### src/rtl/texture_loader.sv
// Bus-side write engine: accepts 32-bit iomem stores of eight packed texels and
// serialises them into eight single-texel writes on the texture store write port.
module texture_loader #(
   parameter logic [31:0] BASE_ADDR = 32'h0300_0000
) (
   input  logic        clk,
   input  logic        resetn,
   input  logic        iomem_valid,
   output logic        iomem_ready,
   input  logic [3:0]  iomem_wstrb,
   input  logic [31:0] iomem_addr,
   input  logic [31:0] iomem_wdata,
   output logic [31:0] iomem_rdata,
   output logic        tex_wen,
   output logic [11:0] tex_waddr,
   output logic [2:0]  tex_wdata,
   output logic        busy
);

   localparam int unsigned WORD_W = 9;
   localparam int unsigned IDX_W  = 3;
   localparam int unsigned TEX_W  = 3;
   localparam int unsigned NTEX   = 8;
   localparam int unsigned PACK_W = NTEX * TEX_W;
   localparam logic [IDX_W-1:0] LAST_IDX = IDX_W'(NTEX - 1);

   typedef enum logic {IDLE, SEND} state_t;

   state_t              state_q, state_d;
   logic [IDX_W-1:0]    idx_q, idx_d;
   logic [WORD_W-1:0]   word_q, word_d;
   logic [PACK_W-1:0]   data_q, data_d;
   logic [3:0]          strb_q, strb_d;
   logic                ready_d, wen_d, busy_d;
   logic [11:0]         waddr_d;
   logic [TEX_W-1:0]    wdata_d;
   logic [PACK_W-1:0]   packed_c;
   logic [IDX_W-1:0]    idx_nxt_c;
   logic                sel_c;
   logic                unused_c;

   assign iomem_rdata = 32'h0;
   assign sel_c = iomem_valid && (iomem_addr[31:24] == BASE_ADDR[31:24]);
   assign unused_c = ^{iomem_addr[23:11], iomem_addr[1:0],
                       iomem_wdata[31], iomem_wdata[27], iomem_wdata[23], iomem_wdata[19],
                       iomem_wdata[15], iomem_wdata[11], iomem_wdata[7], iomem_wdata[3]};

   // Drop the spare bit of each nibble so only 3-bit texels are latched
   always_comb begin
      packed_c = '0;
      for (int i = 0; i < int'(NTEX); i++) begin
         packed_c[i*TEX_W +: TEX_W] = iomem_wdata[i*4 +: TEX_W];
      end
   end

   assign idx_nxt_c = idx_q + IDX_W'(1);

   // Next-state and registered-output logic
   always_comb begin
      state_d = state_q;
      idx_d   = idx_q;
      word_d  = word_q;
      data_d  = data_q;
      strb_d  = strb_q;
      ready_d = 1'b0;
      wen_d   = 1'b0;
      busy_d  = 1'b0;
      waddr_d = '0;
      wdata_d = '0;
      case (state_q)
         IDLE: begin
            // The cycle after an ack still sees the held request; skip it
            if (sel_c && !iomem_ready) begin
               ready_d = 1'b1;
               if (iomem_wstrb != 4'b0000) begin
                  state_d = SEND;
                  idx_d   = '0;
                  word_d  = iomem_addr[10:2];
                  data_d  = packed_c;
                  strb_d  = iomem_wstrb;
                  busy_d  = 1'b1;
                  wen_d   = iomem_wstrb[0];
                  waddr_d = {iomem_addr[10:2], IDX_W'(0)};
                  wdata_d = packed_c[TEX_W-1:0];
               end
            end
         end
         SEND: begin
            if (idx_q == LAST_IDX) begin
               state_d = IDLE;
            end else begin
               idx_d   = idx_nxt_c;
               busy_d  = 1'b1;
               wen_d   = strb_q[idx_nxt_c[2:1]];
               waddr_d = {word_q, idx_nxt_c};
               wdata_d = data_q[TEX_W*idx_nxt_c +: TEX_W];
            end
         end
         default: state_d = IDLE;
      endcase
   end

   always_ff @(posedge clk or negedge resetn) begin
      if (!resetn) begin
         state_q     <= IDLE;
         idx_q       <= '0;
         word_q      <= '0;
         data_q      <= '0;
         strb_q      <= '0;
         iomem_ready <= 1'b0;
         tex_wen     <= 1'b0;
         tex_waddr   <= '0;
         tex_wdata   <= '0;
         busy        <= 1'b0;
      end else begin
         state_q     <= state_d;
         idx_q       <= idx_d;
         word_q      <= word_d;
         data_q      <= data_d;
         strb_q      <= strb_d;
         iomem_ready <= ready_d;
         tex_wen     <= wen_d;
         tex_waddr   <= waddr_d;
         tex_wdata   <= wdata_d;
         busy        <= busy_d;
      end
   end

endmodule

### config.mk
export PLATFORM = sky130hd
export DESIGN_NAME = texture_loader
export DESIGN_NICKNAME = d
export VERILOG_FILES = /design/src/rtl/texture_loader.sv
export SDC_FILE = /design/constraint.sdc
export NUM_CORES = 1
export LEC_CHECK = 0
export CAP_MARGIN = 0
export CORE_MARGIN = 5
export CORE_UTILIZATION = 41
export DETAILED_ROUTE_END_ITERATION = 10
export HOLD_SLACK_MARGIN = 0.03
export MAX_ROUTING_LAYER = met4
export PLACE_DENSITY = 0.8
export SYNTH_ARGS = -nofsm -noshare
export SYNTH_HDL_FRONTEND = slang
export SYNTH_SLANG_ARGS = --single-unit
### constraint.sdc
create_clock -name clk -period 2.65 [get_ports clk]
set_clock_uncertainty 0.1 [all_clocks]
set_input_delay 0.265 -clock clk [delete_from_list [all_inputs] [get_ports clk]]
set_output_delay 0.265 -clock clk [all_outputs]
set_load 0.05 [all_outputs]
======== Yosys cells after proc, flatten, opt, wreduce, memory -nomap -nowiden ========
Index checks and enable logic that the tools add are counted.
storage, ports and cells
  bits in registers ....................... 58
  output and inout bits ................... 50
cells by class
  add/sub/neg operators ................... 1
  multipliers ............................. 1
  order comparisons ....................... 1
  equal/unequal tests ..................... 5
  shifts and indexed selects .............. 1
  multiplexer cells ....................... 24
  bitwise logic cells ..................... 1
  reduce and logical (&&, ||, !) cells .... 6
operator list
  cell                 number
  $mux 12              3
  $pmux 12 s2          1
  $shiftx 24x6->3      1
  $mux 3               6
  $pmux 3 s2           2
  $mux 1               9
  $eq 8x2->1 const B   1
  $ne 2x2->1 const B   3
  $reduce_and 3->1     2
  $mul 2x3->5 const A  1
  $pmux 1 s2           2
  $reduce_bool 4->1    1
  $add 3x1->3 const B  1
  $eq 3x3->1 const B   1
  $lt 2x3->1 const B   1
  $bmux 1 s2           1
  $logic_and 1x1->1    2
  $logic_not 1->1      1
  $not 1->1            1

======== Longest topological paths before layout ========
  word-level depth ........................ 5
  mapped depth ............................ 7
  mapped depth without buffers ............ 6

======== Worst setup path after synthesis ========
OpenSTA, ideal clock, no wires.
  path kind ............................... reg-to-reg
  start ................................... reg idx_q[0]
  end ..................................... reg tex_wen
  setup time .............................. 0.121 ns
  data arrival time ....................... 1.683 ns
  path slack .............................. 0.746 ns
  cell stages (with the launch flop) ...... 5
  buffers on the path ..................... 1
  cell sequence ........................... dfrtp_1 ha_1 clkbuf_1 mux4_2 a22o_1
between the ends
  word-level cells in the longest chain between the ends .. 5
  elaborated cells between the ends (all ways) .. 6
  classes of those cells .................. 1 x add/sub; 1 x eq/ne; 4 x mux
ends and longest elaborated chain
  item                          line  text
  start, declared               30    logic [IDX_W-1:0] idx_q, idx_d;
  start signal, assigned        117   idx_q <= idx_d;
  $add 3x1->3                   56    assign idx_nxt_c = idx_q + IDX_W'(1);
  $bmux 1 s2                    94    wen_d = strb_q[idx_nxt_c[2:1]];
  $mux 1 (implied by the code)  94
  $mux 1 (*)                    89    if (idx_q == LAST_IDX) begin
  $pmux 1 s2 (*)                70    case (state_q)
  net wen_d                     34    logic ready_d, wen_d, busy_d;
  end signal, assigned          122   tex_wen <= wen_d;
  end, declared                 14    output logic tex_wen,
The timed path passes the listed nets; every way through them passes the cells marked *. The select of a mux whose other input is x is not followed.
A chain may end at the register's enable or synchronous reset.

======== Worst setup path in the final report ========
  start ................................... reg state_q
  end ..................................... reg data_q[2]
between the ends
  word-level cells in the longest chain between the ends .. 2
ends and longest elaborated chain
  item                        line  text
  start, declared             29    state_t state_q, state_d;
  start signal, assigned      116   state_q <= state_d;
  $not 1->1 (no line)         --
  $reduce_and 3->1 (no line)  --
  end signal, assigned        119   data_q <= data_d;
  end, declared               32    logic [PACK_W-1:0] data_q, data_d;
Every way passes these cells.

==> summary.txt <==
Finish
  – Layout area overhead: 28.6%
  – Layout cell share with drive strength beyond 1: 8.12%
  – Filler cell count: 607
  – NumNets Final: 414
  – FF+latch area: 1450 um^2
  – Diodes inserted: 0
  – Multi-input logic area: 981 um^2

Floorplan
  – Total core area: 6310 um^2
  – Initial core utilization: 41.9%
  – DIE WIDTH: between 90 and 100 um
  – Rows: 29
  – Die ar.: 8150 um^2
  – Die H: roughly 90 um
  – Boundary Pins: around 120

Clock tree
  – Clk slew on worst S/H paths: ~0.07 ns
  – CTS buffer count: 9
  – # resized after CTS: 0
  – H-tree levels: 3
  – CTS tree: done
  – Clock latency on the worst-skew pair: 0.33 ns
  – CTS Buffer Depth: 2
  – CTS Sinks: 58
  – Root buf cell: clkbuf_8
  – Post-CTS setup buffers: 0

STA
  – Worst hold slack: 0.364 ns
  – Slew Limit Fails: 0
  – RSZ-0062 raised after global routing: no
  – Final min period: 2.00 ns
  – Period Utilization, post-route: 75.3%
  – Final hold viol count: 0
  – Slew HR: between 50% and 60%
  – F_max: 0.501 GHz
  – Final setup viols: 0
  – Worst-Margin Slew: 0.713 ns
  – Final WS setup: between 0.6 and 0.7 ns
  – Final setup TNS: 0 ns

Logic synthesis
  – Main synth FF type: dfrtp_1
  – Syn_area_per_cell: between 9 and 10 um^2
  – Cell variety after synth: 27
  – Yosys top cell area share: 54.9%
  – Seq/Total Area, Yosys: 54.9%
  – Yosys top cell by area: dfrtp_1
  – Number of synthesized flops with an enable pin: 0
  – Post-Syn Area: 2640 um^2
  – FFs w/ async S/R, synth: 100%
  – Top cells by count, synth: nand2_1, dfrtp_1, buf_4
  – Flip-flop and latch count after synthesis: 58
  – Area contributors post-synth: dfrtp_1, nand2_1, buf_4
  – Syn Inst Count: ~270
  – Count leader, synth: nand2_1
  – Synth warn: 0

Global route
  – Vias in the first global route: 2051
  – GRT overflow: 0
  – Tot GR Track Use: between 10% and 20%
  – Maximum number of pins on one net before global-route repair: 59
  – Antenna violations before repair: 0
  – First-pass GRT wire length: around 9.5 mm

Power and ir drop
  – Worst vdd ir: 0.303 mV
  – Final Power: 1.91 mW
  – Pwr/cell area: 562 nW/um^2
  – Static leakage: about 1.8 nW

Placement
  – GP Congestion: about 0.73
  – DP Worst Slack: 0.330 ns
  – Post-detail-place hpwl: 4.00 mm
  – IO buf count: 65

Worst setup path
  – CP Max Fanout: 35
  – Reg2reg start: state_q
  – Crit path launch type: flip-flop
  – Worst setup path class: reg2reg
  – Required @ worst endpoint: roughly 2.8 ns
  – Data arrival time of the worst path: 2.16 ns
  – CP endpoint kind: flip-flop
  – CP startpoint: state_q

Drt
  – Routed WL per cell: 13.3 um
  – Initial DRC count: a little under 70
  – Initial DRT Pass Iterations: 4
  – DRT antenna net count: 0
  – Routed vias: between 1500 and 2000
  – Post-DR vias/cell: approximately 4.6
  – WL final: 5.59 mm
  – DRC: 0

Worst hold path
  – Hold WC Path Type: reg2reg
  – Hold Path Origin: data_q[16]

Status
  – Outcome: finished, final reports clean

Flow run
  – MaxCap Viol Count: 0
[final timing paths]
path	slack, ns	depth (start not counted)	end
worst max-delay path	0.65	5	data_q[2]
worst min-delay path	0.36	2	data_q[16]
worst max register to register	0.65	5	data_q[2]
worst min register to register	0.36	2	data_q[16]
max in group asynchronous	1.47	3	tex_waddr[9]
min in group asynchronous	0.51	3	tex_waddr[1]
[stage by stage]
stage | instance area (um^2) | cells | util (%)
floorplan | 2760 | 302 | -
global placement | 3220 | 406 | 51.0
detailed placement | 3220 | 406 | 51.0
CTS | 3400 | 422 | 53.8
global route | 3400 | 422 | 53.8
finish | 3400 | 422 | 53.8
[routing by layer]
layer	part of all wire, %	track usage [%]	up-vias	routed length (um)
met2	50	24.2	66	2820
met5	0	-	-	0
met1	41	16.5	930	2280
li1	-	-	939	-
met4	1.9	7.07	0	105
met3	6.9	4.67	7	384
[final cells by class]
type | count | area share, %
Clock inverter | 3 | 0.442
Sequential cell | 58 | 42.7
Clock buffer | 12 | 4.56
Tap cell | 77 | 2.83
Multi-Input combinational cell | 200 | 28.9
Timing Repair Buffer | 72 | 20.6
[flip-flops by register name, indices dropped and copies added (netlist names)]
name,cells
tex_wen,1
data_q,24
idx_q,3
state_q,1
tex_waddr,12
word_q,9
tex_wdata,3
strb_q,4
iomem_ready,1
[kinds of logic after synthesis]
family	synth area share (%)
mux	6.11
compound gates	2.94
flops	54.9
simple gates	22.6
fa+ha+maj	0.947
buf+inv	12.4
other cells	0.142
[layout by cell type (no fill, tap or decap)]
master           instances
nand2b_1                 1
nor3b_1                  1
clkbuf_8                11
mux2i_1                  6
o21ai_0                  1
conb_1                  32
nor4_1                   1
mux2_1                   1
a31o_2                   1
buf_4                    6
and4_1                   1
nand2_1                127
dfrtp_1                 58
mux4_2                   4
nor4bb_1                 1
buf_2                    1
nand4_2                  1
o211ai_1                 3
dlygate4sd3_1            1
or4_4                    1
nor2b_1                  3
a22o_1                   3
clkdlybuf4s50_1         64
nand3_1                  4
a21oi_1                  3
ha_1                     2
clkinv_2                 3
and2_1                   2
and3_1                   1
clkbuf_1                 1
[report_power, final]
group	internal, mW	switching (mW)	leakage, nW
logic	0.102	0.177	0.928
clock network	0.380	0.326	0.0920
registers	0.912	0.0138	0.791
[timing repair]
| item | 4_1_cts | 5_1_grt |
|---|---|---|
| setup endpoints to repair | 0 | 0 |
| hold endpoints to repair | 58 | 0 |
| hold buffers | 1 | 0 |
[critical path: stages, from the launching register on]
cell and delay, ns:
dfrtp_1 0.44, nor4_1 0.52, and4_1 0.29, buf_4 0.34
nand2_1 0.14, nand2_1 0.09
Note: power is estimated with default switching activity, not from simulation.
